--- config.mk ---
export PLATFORM = sky130hd
export DESIGN_NAME = led_pattern_gen
export DESIGN_NICKNAME = d
export VERILOG_FILES = /design/src/rtl/led_pattern_gen.sv
export SDC_FILE = /design/constraint.sdc
export NUM_CORES = 1
export LEC_CHECK = 0
export ABC_AREA = 0
export CELL_PAD_IN_SITES_DETAIL_PLACEMENT = 1
export CELL_PAD_IN_SITES_GLOBAL_PLACEMENT = 1
export CORE_MARGIN = 3
export CORE_UTILIZATION = 43
export CTS_BUF_LIST = sky130_fd_sc_hd__clkbuf_8
export CTS_CLUSTER_DIAMETER = 80
export DETAILED_ROUTE_END_ITERATION = 12
export PLACE_DENSITY = 0.92
export SETUP_SLACK_MARGIN = 0.5
export SLEW_MARGIN = 20
export SYNTH_ARGS = -nofsm -noshare
export SYNTH_HDL_FRONTEND = slang
export SYNTH_SLANG_ARGS = --single-unit
--- constraint.sdc ---
create_clock -name clk -period 2.5 [get_ports clk]
set_clock_uncertainty 0.05 [all_clocks]
set_input_delay 0.25 -clock clk [delete_from_list [all_inputs] [get_ports clk]]
set_output_delay 0.25 -clock clk [all_outputs]
set_load 0.05 [all_outputs]
--- src/rtl/led_pattern_gen.sv ---
// led_pattern_gen: prescaled LED pattern generator (rotate, bounce, binary count, Johnson fill)
// with a step counter and a wrap pulse when the pattern returns to its seed.
module led_pattern_gen #(
    parameter int WIDTH = 8,
    parameter int DIV_W = 16
) (
    input  logic             clk,
    input  logic             rst,
    input  logic             en,
    input  logic [1:0]       mode,
    input  logic             dir,
    input  logic [DIV_W-1:0] div,
    output logic [WIDTH-1:0] led,
    output logic             tick,
    output logic             wrap,
    output logic [WIDTH-1:0] step_cnt
);
    typedef enum logic [1:0] {ROTATE, BOUNCE, COUNT, FILL} mode_e;

    localparam logic [WIDTH-1:0] MSB = {1'b1, {(WIDTH-1){1'b0}}};

    function automatic logic [WIDTH-1:0] seed(input mode_e m);
        return (m == ROTATE || m == BOUNCE) ? MSB : '0;
    endfunction

    mode_e            mode_q, mode_d;
    logic [DIV_W-1:0] pcnt_q, pcnt_d;
    logic [WIDTH-1:0] led_q, led_d, step_q, step_d;
    logic             tick_q, tick_d, wrap_q, wrap_d, up_q, up_d;
    logic             mode_chg, go, turn, up_n;
    logic [WIDTH-1:0] rot, bnc, cnt, fil, adv;

    always_comb begin
        mode_d   = mode_e'(mode);
        mode_chg = mode_d != mode_q;
        go       = en && (pcnt_q >= div) && !mode_chg;
        rot      = dir ? {led_q[0], led_q[WIDTH-1:1]} : {led_q[WIDTH-2:0], led_q[WIDTH-1]};
        // The bounce turns around on the same tick it reaches an end, so no dwell.
        turn     = up_q ? led_q[WIDTH-1] : led_q[0];
        up_n     = up_q ^ turn;
        bnc      = up_n ? led_q << 1 : led_q >> 1;
        cnt      = dir ? led_q - WIDTH'(1) : led_q + WIDTH'(1);
        fil      = dir ? {~led_q[0], led_q[WIDTH-1:1]} : {led_q[WIDTH-2:0], ~led_q[WIDTH-1]};
        adv      = mode_q == ROTATE ? rot : mode_q == BOUNCE ? bnc : mode_q == COUNT ? cnt : fil;
        pcnt_d   = mode_chg ? '0 : !en ? pcnt_q : (pcnt_q >= div) ? '0 : pcnt_q + DIV_W'(1);
        led_d    = mode_chg ? seed(mode_d) : go ? adv : led_q;
        step_d   = mode_chg ? '0 : go ? step_q + WIDTH'(1) : step_q;
        up_d     = mode_chg ? 1'b0 : (go && mode_q == BOUNCE) ? up_n : up_q;
        tick_d   = go;
        wrap_d   = go && (adv == seed(mode_q));
    end

    always_ff @(posedge clk or posedge rst) begin
        if (rst) begin
            mode_q <= ROTATE;
            pcnt_q <= '0;
            led_q  <= MSB;
            step_q <= '0;
            tick_q <= 1'b0;
            wrap_q <= 1'b0;
            up_q   <= 1'b0;
        end else begin
            mode_q <= mode_d;
            pcnt_q <= pcnt_d;
            led_q  <= led_d;
            step_q <= step_d;
            tick_q <= tick_d;
            wrap_q <= wrap_d;
            up_q   <= up_d;
        end
    end

    assign led      = led_q;
    assign tick     = tick_q;
    assign wrap     = wrap_q;
    assign step_cnt = step_q;
endmodule
=== Word level (Yosys, flattened, before mapping) ===
Cells that the tools add are included.

* $add $sub $neg: 4
* Equal/unequal tests: 5
* Reduce and logical (&&, ||, !) cells: 12
* Bitwise gates (word level): 3
* Muxes and demuxes: 19
* Order comparisons: 1

{| class="wikitable"
|+ Operator list
! kind !! count
|-
| 8-bit two-way mux || 13
|-
| 16-bit two-way mux || 3
|-
| 16-bit by 1-bit adder with 16-bit output, second input constant || 1
|-
| 8-bit by 1-bit adder with 8-bit output, second input constant || 2
|-
| 16-bit >= comparator || 1
|-
| 8-bit == test || 1
|-
| 8-bit by 1-bit subtractor with 8-bit output, second input constant || 1
|-
| 2-bit nonzero test || 3
|-
| 2-bit by 1-bit == test with 1-bit output, second input constant || 2
|-
| 1-bit logical AND || 4
|-
| 2-bit zero test || 2
|-
| 1-bit two-way mux || 3
|-
| 2-bit == test, second input constant || 1
|-
| 1-bit logical OR || 2
|-
| 2-bit inequality test || 1
|-
| 1-bit inverter || 2
|-
| 1-bit zero test || 1
|-
| 1-bit bitwise XOR || 1
|}

* Input bits: 22
* Output and inout port bits: 18
* Register bits after elaboration: 37

=== Longest topological paths before layout ===
* Depth in word-level cells: 7
* Gate-level depth with buffers: 10
* Gate-level depth less buffers: 8

=== Worst setup path after synthesis ===
Ideal clock, no wire load.

* Path type: register to register
* Start: register led_q[1] (netlist: led[1])
* End: register led_q[7] (netlist: led[7])
* Slack: 0.072 ns
* Cell stages (with the launch flop): 8
* Setup time: 0.086 ns
* Data arrival time: 2.292 ns
* Buffers on the path: 0
* Required time: 2.364 ns
* Cell sequence: dfrtp_1 -> ha_1 -> a211o_1 -> a21oi_1 -> a211oi_1 -> o21ai_0 -> o31ai_1 -> o41a_1

* Word-level cells in the longest chain between the ends: 7

{| class="wikitable"
|+ Ends and longest elaborated chain
! item !! RTL line !! text
|-
| start, declared || 28 || <nowiki>logic [WIDTH-1:0] led_q, led_d, step_q, step_d;</nowiki>
|-
| start signal, assigned || 65 || <nowiki>led_q <= led_d;</nowiki>
|-
| 8-bit by 1-bit adder with 8-bit output / 8-bit by 1-bit subtractor with 8-bit output (equally long branches) || 42 || <nowiki>cnt = dir ? led_q - WIDTH'(1) : led_q + WIDTH'(1);</nowiki>
|-
| 8-bit two-way mux * || 42 ||
|-
| 8-bit two-way mux * (3 in a row) || 44 || <nowiki>adv = mode_q == ROTATE ? rot : mode_q == BOUNCE ? bnc : mode_q == COUNT ? cnt : fil;</nowiki>
|-
| 8-bit two-way mux * (2 in a row) || 46 || <nowiki>led_d = mode_chg ? seed(mode_d) : go ? adv : led_q;</nowiki>
|}

Mark *: on every way between the ends. The rest lies on a longest branch, timed or not. The select of a mux whose other input is x is not followed.
A chain may end at the register's enable or synchronous reset.

=== Final worst setup path ===
* Start: register pcnt_q[12]
* End: register pcnt_q[6]

* Word-level cells in the longest chain between the ends: 4

{| class="wikitable"
|+ Ends and longest elaborated chain
! item !! RTL line !! text
|-
| start, declared || 27 || <nowiki>logic [DIV_W-1:0] pcnt_q, pcnt_d;</nowiki>
|-
| start signal, assigned || 64 || <nowiki>pcnt_q <= pcnt_d;</nowiki>
|-
| 16-bit >= comparator || 45 || <nowiki>pcnt_d = mode_chg ? '0 : !en ? pcnt_q : (pcnt_q >= div) ? '0 : pcnt_q + DIV_W'(1);</nowiki>
|-
| 16-bit two-way mux (3 in a row) || 45 ||
|}

No other way between the ends. The select of a mux whose other input is x is not followed.

==> run metrics <==
wire length per cell 24.7 um; CORE AREA 6830 sq um; outcome finished with violations; Post-Syn Area 3060 sq um; Layout Nets 497; failing checks negative setup slack; Antenna Cells 0; share of cells above drive strength 1 30.8%; via count 3559; delay-heaviest family, CP compound AO/OA/AOI/OAI gates; DP HPWL 7570 um; Global Route Usage Sum 29.7%; Max IR drop VDD 0.388 mV; min-delay worst type in2async; syn_area_per_cell 8.22 sq um; Sw Pwr 0.450 mW; Clock transition at path regs 90 ps; first-pass GRT wire length 19500 um; Reg2Reg Depth 8; Power Total 1.40 mW; Crit path largest cell delay roughly 550 ps; DRT Pass-1 Iters 4; CTS Buf Count 5; final setup vio count 1; row count 30; Setup CP Type reg2reg; antenna viol nets, final 0; Sum Neg Setup Slack -7.69 ps; Tcrit/Tclk final 100%; measured slew at the worst slew-check pin between 700 and 800 ps; initial antenna violation count 0; CP Buf/Inv Count 2; Primary FF master, synth dfrtp_1; CP Depth 8; Critical-path top delay cell a2111o_1; Initial Util 44.8%; routability cong. around 0.92; initial DRC count 203; crit-path cells ha_4, nand4_1, inv_1, a2111o_1, a211oi_4, buf_6, a21oi_1, o22ai_1; number of enable flip-flop cells after synthesis 0; Clock Root Buffer clkbuf_8; max-cap viol count 0; Unique masters post-synth between 50 and 60; port buffer count 39; clk sinks 37; clock insertion delay at the later pin of the skew report ~310 ps; H-tree depth 2; syn_nets 419; final hold slack 388 ps; synthesis-stage register bit count 37; vias in the first global route around 3600; most common cell after layout, fill and taps aside buf_4; Seq/Total Area, Yosys 30.3%; fmax 0.399 GHz; Async SR Flop Fraction 100%; Crit path required time 2670 ps; PnR worst setup slack -7.69 ps; leakage power 1.96 nW; Post-route DRC 0; post-layout util 64.2%; Post-Syn Instances 372; Slew Limit Fails 0; sw frac 32.2%; PwrDens 319 nW/um^2; Reg power frac 44.4%; startpoint type of the worst setup path flip-flop; Worst setup EP type flip-flop; Non-Filler Instances 547; post-layout min period 2510 ps; Die W 90.3 um; num ports 40; Die ar. 8160 sq um; RSZ-0062 raised after global routing yes; aggregate routed wire length 13500 um; chip height 90.3 um; Max Root-Sink Buffers 2; Comb pwr share 22.3%; TritonCTS clock tree built; commonest non-fill, non-tap cells in the layout buf_4, nand2_1, clkdlybuf4s50_1; area delta synth->final 43.5%; CP max FO 5; Hold Fails Final Rpt 0; Pint 0.948 mW; Yosys warning count 0; slew margin rel. between 50 and 60%; clock share of power approximately 33%; GR Overflow Total 0; Critical Path AT 2680 ps; largest net degree at the start of global routing 38; placed cells 525; vias per inst 6.51
metal layers:
| metal | track usage, % | wire length, um | part of all wire (%) | up-vias |
|---|---|---|---|---|
| li1 | - | - | - | 1527 |
| met1 | 35.8 | 5040 | 37 | 1778 |
| met2 | 52.6 | 6950 | 51 | 192 |
| met3 | 4.50 | 801 | 5.9 | 62 |
| met4 | 12.8 | 729 | 5.4 | 0 |
| met5 | 0 | 0 | 0 | - |
tightest hold or removal path, stage by stage:
cell,delay (ps)
clkdlybuf4s50_1,440
inv_1,70
buf_4,430
state kept, by name (all words and copies together) (netlist names):
signal / flops
wrap: 1
mode_q: 2
led: 8
step_cnt: 8
tick: 1
pcnt_q: 16
up_q: 1
timing repair:
| action | CTS | global route |
|---|---|---|
| gates cloned | 2 | 0 |
| buffers inserted | 5 | 7 |
| endpoints found under the setup margin | 36 | 40 |
| gates resized for setup | 52 | 44 |
| hold endpoints to repair | 0 | 0 |
| pin swaps | 36 | 25 |
| hold buffers | 0 | 0 |
kinds of logic after synthesis:
kind of cell,after synthesis,share of synthesized area [%]
multiplexers,10,3.27
adder cells (fa/ha/maj),25,10.5
AO/OA/AOI/OAI,115,25.0
XOR/XNOR,6,1.72
flip-flops,37,30.3
AND/OR/NAND/NOR,133,22.3
buffers and inverters,46,6.87
cell usage after synthesis (3+ instances only):
master,count,area [sq um]
mux2i_1,10,100
buf_4,5,37.5
a311oi_1,4,35.0
nand2b_1,5,31.3
or3_1,9,56.3
a21oi_1,36,180
or2_2,3,18.8
xnor2_1,3,26.3
nand4_1,8,50.1
ha_1,24,300
clkbuf_1,9,33.8
a22o_1,5,43.8
nand3_1,24,120
and2_1,8,50.1
o21ai_0,19,95.1
inv_1,26,97.6
nor3_1,10,50.1
dfrtp_1,36,901
nand2_1,30,113
o21ai_1,5,25.0
xor2_1,3,26.3
o31ai_1,3,22.5
a211oi_1,6,45.0
nor2_1,20,75.1
buf_2,3,15.0
and3_1,5,31.3
a21o_1,9,67.6
o311ai_1,6,52.6
worst paths after layout:
| path | startpoint | to | slack, ps |
|---|---|---|---|
| min in group clk | mode[0] | mode_q[0] | 400 |
| min | rst | step_cnt[7] | 390 |
| max reg2reg | pcnt_q[12] | pcnt_q[6] | -8 |
| max | pcnt_q[12] | pcnt_q[6] | -8 |
| min reg2reg | pcnt_q[4] | pcnt_q[4] | 550 |
| max in group asynchronous | rst | led[0] | 1630 |
final cells by class:
class                   count  area (sq um)
fillers                   781          2440
multi-input cells         289          2300
flip-flops and latches     37           940
repair buffers             91           836
well taps                  96           120
inverters                  26          97.6
clock buffers               6          82.6
clock inverters             2          7.51
metrics by stage:
step                cell area [sq um]  setup WS, ps
CTS                              4110          67.7
floorplan                        3120           317
global route                     4390         -62.1
finish                           4390         -7.69
global placement                 3780          -165
detailed placement               3780          -319
power by group through the flow:
stage                     clock [mW]  sequential (mW)  combinational, mW
final                          0.465            0.621              0.312
after global routing           0.485            0.623              0.333
after CTS                      0.442            0.619              0.276
after detailed placement           0            0.631              0.259
after global placement             0            0.630              0.247
after floorplan                    0            0.628              0.155
No activity file was read; power rests on OpenSTA's default activity.
